## src/rtl/fetch_squash_redirect.sv

```systemverilog
// rtl/fetch_squash_redirect.sv - fetch PC generation, imem requests and squash redirect with stale-response drop
// Optional FETCH_SQUASH_STATS_EN adds redirect/drop statistics counters.
module fetch_squash_redirect #(
  parameter logic [31:0] p_rst_addr      = 32'h200,
  parameter int          p_max_in_flight = 2
) (
  input  logic        clk,
  input  logic        rst,
  input  logic        squash_val,
  input  logic [31:0] squash_target,
  output logic        mem_req_val,
  input  logic        mem_req_rdy,
  output logic [31:0] mem_req_addr,
  input  logic        mem_resp_val,
  output logic        mem_resp_rdy,
  input  logic [31:0] mem_resp_data,
  output logic        dec_val,
  input  logic        dec_rdy,
  output logic [31:0] dec_pc,
`ifdef FETCH_SQUASH_STATS_EN
  output logic [31:0] dec_inst,
  output logic [31:0] stat_redirects,
  output logic [31:0] stat_drops
`else
  output logic [31:0] dec_inst
`endif
);

  localparam int CW = $clog2(p_max_in_flight + 1);
  localparam int PW = (p_max_in_flight > 1) ? $clog2(p_max_in_flight) : 1;
  localparam logic [CW-1:0] MAX_CNT = CW'(p_max_in_flight);
  localparam logic [PW-1:0] LAST_PTR = PW'(p_max_in_flight - 1);

  logic [31:0]   pc_q, pc_d;
  logic [CW-1:0] in_flight_q, in_flight_d;
  logic [CW-1:0] drop_cnt_q, drop_cnt_d;
  logic [PW-1:0] rd_ptr_q, rd_ptr_d;
  logic [PW-1:0] wr_ptr_q, wr_ptr_d;
  logic [31:0]   fifo_q [p_max_in_flight];
  logic [31:0]   fifo_d [p_max_in_flight];

  logic dropping;
  logic req_xfer;
  logic resp_xfer;

  always_comb begin
    // A squash makes the response of its own cycle stale as well.
    dropping     = (drop_cnt_q != '0) || squash_val;
    mem_req_val  = !rst && (in_flight_q < MAX_CNT);
    mem_req_addr = squash_val ? squash_target : pc_q;
    mem_resp_rdy = !rst && (dropping || dec_rdy);
    dec_val      = !rst && !dropping && mem_resp_val;
    dec_pc       = fifo_q[rd_ptr_q];
    dec_inst     = mem_resp_data;
    req_xfer     = mem_req_val && mem_req_rdy;
    resp_xfer    = mem_resp_val && mem_resp_rdy;
  end

  always_comb begin
    pc_d        = pc_q;
    in_flight_d = in_flight_q;
    drop_cnt_d  = drop_cnt_q;
    rd_ptr_d    = rd_ptr_q;
    wr_ptr_d    = wr_ptr_q;
    fifo_d      = fifo_q;

    if (req_xfer) begin
      pc_d             = mem_req_addr + 32'd4;
      fifo_d[wr_ptr_q] = mem_req_addr;
      wr_ptr_d         = (wr_ptr_q == LAST_PTR) ? '0 : wr_ptr_q + 1'b1;
    end else if (squash_val) begin
      pc_d = squash_target;
    end

    if (resp_xfer) begin
      rd_ptr_d = (rd_ptr_q == LAST_PTR) ? '0 : rd_ptr_q + 1'b1;
    end

    if (req_xfer && !resp_xfer) begin
      in_flight_d = in_flight_q + 1'b1;
    end else if (!req_xfer && resp_xfer) begin
      in_flight_d = in_flight_q - 1'b1;
    end

    // Recomputed (not accumulated) so a second squash covers every older response.
    if (squash_val) begin
      drop_cnt_d = in_flight_q - CW'(mem_resp_val);
    end else if ((drop_cnt_q != '0) && resp_xfer) begin
      drop_cnt_d = drop_cnt_q - 1'b1;
    end
  end

  always_ff @(posedge clk) begin
    if (rst) begin
      pc_q        <= p_rst_addr;
      in_flight_q <= '0;
      drop_cnt_q  <= '0;
      rd_ptr_q    <= '0;
      wr_ptr_q    <= '0;
      for (int i = 0; i < p_max_in_flight; i++) begin
        fifo_q[i] <= '0;
      end
    end else begin
      pc_q        <= pc_d;
      in_flight_q <= in_flight_d;
      drop_cnt_q  <= drop_cnt_d;
      rd_ptr_q    <= rd_ptr_d;
      wr_ptr_q    <= wr_ptr_d;
      fifo_q      <= fifo_d;
    end
  end

`ifdef FETCH_SQUASH_STATS_EN
  logic [31:0] stat_redirects_q, stat_redirects_d;
  logic [31:0] stat_drops_q, stat_drops_d;

  always_comb begin
    stat_redirects_d = stat_redirects_q + 32'(squash_val);
    stat_drops_d     = stat_drops_q + 32'(resp_xfer && dropping);
  end

  always_ff @(posedge clk) begin
    if (rst) begin
      stat_redirects_q <= '0;
      stat_drops_q     <= '0;
    end else begin
      stat_redirects_q <= stat_redirects_d;
      stat_drops_q     <= stat_drops_d;
    end
  end

  assign stat_redirects = stat_redirects_q;
  assign stat_drops     = stat_drops_q;
`endif

endmodule

```

## config.mk

```make
export PLATFORM = sky130hd
export DESIGN_NAME = fetch_squash_redirect
export DESIGN_NICKNAME = d
export VERILOG_FILES = /design/src/rtl/fetch_squash_redirect.sv
export SDC_FILE = /design/constraint.sdc
export NUM_CORES = 1
export LEC_CHECK = 0
export BUFFER_PORTS_ARGS = -buffer_cell sky130_fd_sc_hd__buf_4
export CAP_MARGIN = 20
export CORE_ASPECT_RATIO = 1.1
export CORE_MARGIN = 4
export CORE_UTILIZATION = 51
export DETAILED_ROUTE_END_ITERATION = 6
export PLACE_DENSITY_LB_ADDON = 0.15
export SLEW_MARGIN = 25
export SYNTH_ARGS = -nofsm -noshare
export SYNTH_HDL_FRONTEND = slang
export SYNTH_SLANG_ARGS = --single-unit
```

## constraint.sdc

```tcl
create_clock -name clk -period 3.35 [get_ports clk]
set_clock_uncertainty 0.05 [all_clocks]
set_input_delay 0.1675 -clock clk [delete_from_list [all_inputs] [get_ports clk]]
set_output_delay 0.1675 -clock clk [all_outputs]
set_load 0.01 [all_outputs]
```

==> impl_metrics.py <==
metrics = {
    "clocking": {
        "clock_sinks": 102,
        "cts-root-buf": "clkbuf_8",
        "postCtsHoldBufs": 0,
        "clk_path_buf_depth": 2,
        "post_cts_buffers": 0,
        "cts.repair.resized": 0,
        "cts_tree": "yes",
        "clock_latency_ns": 0.36,
        "cts_made_buffers": 9,
        "clk_pin_slew_worst_paths_ns": 0.10,
        "htreeDepth": 3,
    },
    "route": {
        "routed_wl_mm": 12.4,
        "drc_errors": 0,
        "drt_iter0_markers": 185,
        "wire_per_inst_microns": 16.0,
        "vias_per_cell": 5.57,
        "via_count": 4308,
        "ant_nets": 0,
        "firstDrtPassIters": 4,
    },
    "placement": {
        "gp_congestion": 0.863,
        "dpl_cell_area_sq_mm": 0.00578,
        "dp_hpwl_mm": 9.02,
        "place_ws_ns": 0.780,
        "numPortBuffers": 104,
    },
    "grt": {
        "grt_pass1_vias": 4163,
        "grt_pass1_wl_mm": 20.2,
        "grt_max_degree": 59,
        "grtUsageTotal": 0.206,
        "grt_antenna_before_repair": 0,
        "grt_overflow": 0,
    },
    "floorplan": {
        "boundaryPins": 169,
        "dieWidth_microns": 104,
        "die_area_sq_mm": 0.0119,
        "start_util": 0.525,
        "dieHeight_microns": 114,
        "fp-row-count": 38,
        "coreArea_sq_mm": 0.00989,
    },
    "synth": {
        "yosysWarningCount": 0,
        "yosysMostFrequentCell": "dfxtp_1",
        "synth.lib_cells_used.distinct": 42,
        "syn_avg_cell_area_sq_um": 8.72,
        "ys_ff_latch": 102,
        "synth_commonest_cells": "dfxtp_1, nor2_1, a211oi_1, inv_1, buf_4",
        "yosysSeqAreaShare": 0.393,
        "ys_top_cells_by_area": "dfxtp_1, a211oi_1, mux2_2",
        "syn_area_sq_mm": 0.00520,
        "synth_top_area_frac": 0.393,
        "syn_nets": 670,
        "synth_edf_count": 0,
        "synthFlopType": "dfxtp_1",
        "synthCells": 596,
        "yosysTopAreaCell": "dfxtp_1",
        "ys_async_sr_fraction": 0,
    },
    "setup_path": {
        "startpoint_type": "flip-flop",
        "slowest_stage": "or3b_1",
        "cp-end-kind": "flip-flop",
        "max_stage_delay_ns": 0.55,
        "critPathMaxFanout": 10,
        "rrSetupSlack_ns": 0.94,
        "path_class": "reg2reg",
        "worstPathRequired_ns": 3.59,
        "cp_num_buf_inv": 0,
        "cp_top_family": "simple AND/OR/NAND/NOR gates",
        "arrival_ns": 2.64,
        "path_cells": "or3b_1 -> a211oi_4 -> nand4_4 -> or4_1 -> a21oi_1",
    },
    "final_layout": {
        "antenna_cells": 0,
        "design_area_sq_mm": 0.00602,
        "fillers": 890,
        "final_layout_size_suffix_gt1_frac": 0.262,
        "num-nets-final": 722,
        "syn2layout_area_growth_pct": 15.8,
    },
    "sta": {
        "tns_ns": 0,
        "final.min_clock_period_ns": 2.41,
        "max_freq_ghz": 0.416,
        "setup_slack_ns": 0.945,
        "slew_violations": 0,
        "final_hold_viol_count": 0,
        "slew_headroom": 0.416,
        "min_period_over_period": 0.718,
        "setup_viol": 0,
        "whs_ns": 0.0710,
        "tightest_slew_ns": 0.851,
        "rsz0062_at_grt": "false",
    },
    "min_path": {
        "hold_class": "in2reg",
    },
    "pwr": {
        "power_mw": 2.83,
        "powerDensity_mw_per_mm2": 471,
        "p_leak_nw": 2.57,
        "ir_drop_mv": 0.276,
    },
    "status": {
        "outcome": "complete, no violations",
    },
    "flow_run": {
        "cap_violations": 0,
    },
}
-- cell type report --
cell class,instances,area [sq um],area share
Inverter,38,143,0.0237
Multi-Input combinational cell,384,2590,0.430
Sequential cell,102,2040,0.339
Tap cell,120,150,0.0250
Clock inverter,5,81.3,0.0135
Timing Repair Buffer,113,861,0.143
Clock buffer,11,151,0.0252
-- per-layer routing --
metal	GRT usage	vias to the layer above	routed length, microns
met5	0	-	0
met4	0.0550	0	167
met3	0.0441	21	598
met2	0.363	94	6310
met1	0.258	2030	5330
li1	-	2163	-
-- report_power, final --
group	internal, mW	switching (mW)	total (mW)
logic	0.277	0.325	0.602
registers	1.30	0.0473	1.35
clock network	0.462	0.421	0.883
-- final timing paths --
path	cells past startpoint	to	start
worst max register to register	5	pc_q[31]$_SDFF_PP0_	in_flight_q[1]$_SDFFE_PP0P_
worst min register to register	2	fifo_q[60]$_SDFFE_PP0P_	fifo_q[60]$_SDFFE_PP0P_
worst max-delay path	5	pc_q[31]$_SDFF_PP0_	in_flight_q[1]$_SDFFE_PP0P_
worst min-delay path	3	pc_q[0]$_SDFF_PP0_	squash_target[0]
-- cells in the final DEF, fill, tap and decap left out, types with 10 or more instances in the layout --
master      n
inv_1      38
nand2_1    19
nand4_1    10
dfxtp_1   102
clkbuf_8   11
a211oi_1   68
mux2_2     33
mux2i_1    31
nor2_1     95
a21oi_1    15
xnor2_1    11
o21ai_0    16
buf_4     112
nand3_1    16
-- logic make-up (layout without fill, tap and decap cells) --
family / Yosys count / in the layout / share of synthesized area
AND/OR/NAND/NOR: 189 / 189 / 0.178
AO/OA/AOI/OAI: 111 / 111 / 0.150
adder cells (fa/ha/maj): 4 / 4 / 0.00963
buffers and inverters: 110 / 167 / 0.111
XOR/XNOR: 16 / 16 / 0.0270
flip-flops: 102 / 102 / 0.393
multiplexers: 64 / 64 / 0.131
-- worst min-delay path, delay by kind of cell --
kind | cells | cell delay, ns
mux | 1 | 0.11
buf+inv | 1 | 0.08
simple gates | 1 | 0.10
-- metrics by stage --
stage	util	instances
6_report	0.608	773
4_1_cts	0.608	773
3_3_place_gp	0.585	757
2_1_floorplan	-	596
5_1_grt	0.608	773
3_5_place_dp	0.585	757
-- sequential cells by signal, summed over array words and instances, names as in the netlist --
register,cells
drop_cnt_q,2
rd_ptr_q,1
pc_q,32
in_flight_q,2
fifo_q,64
wr_ptr_q,1
Note: power is estimated with default switching activity, not from simulation.
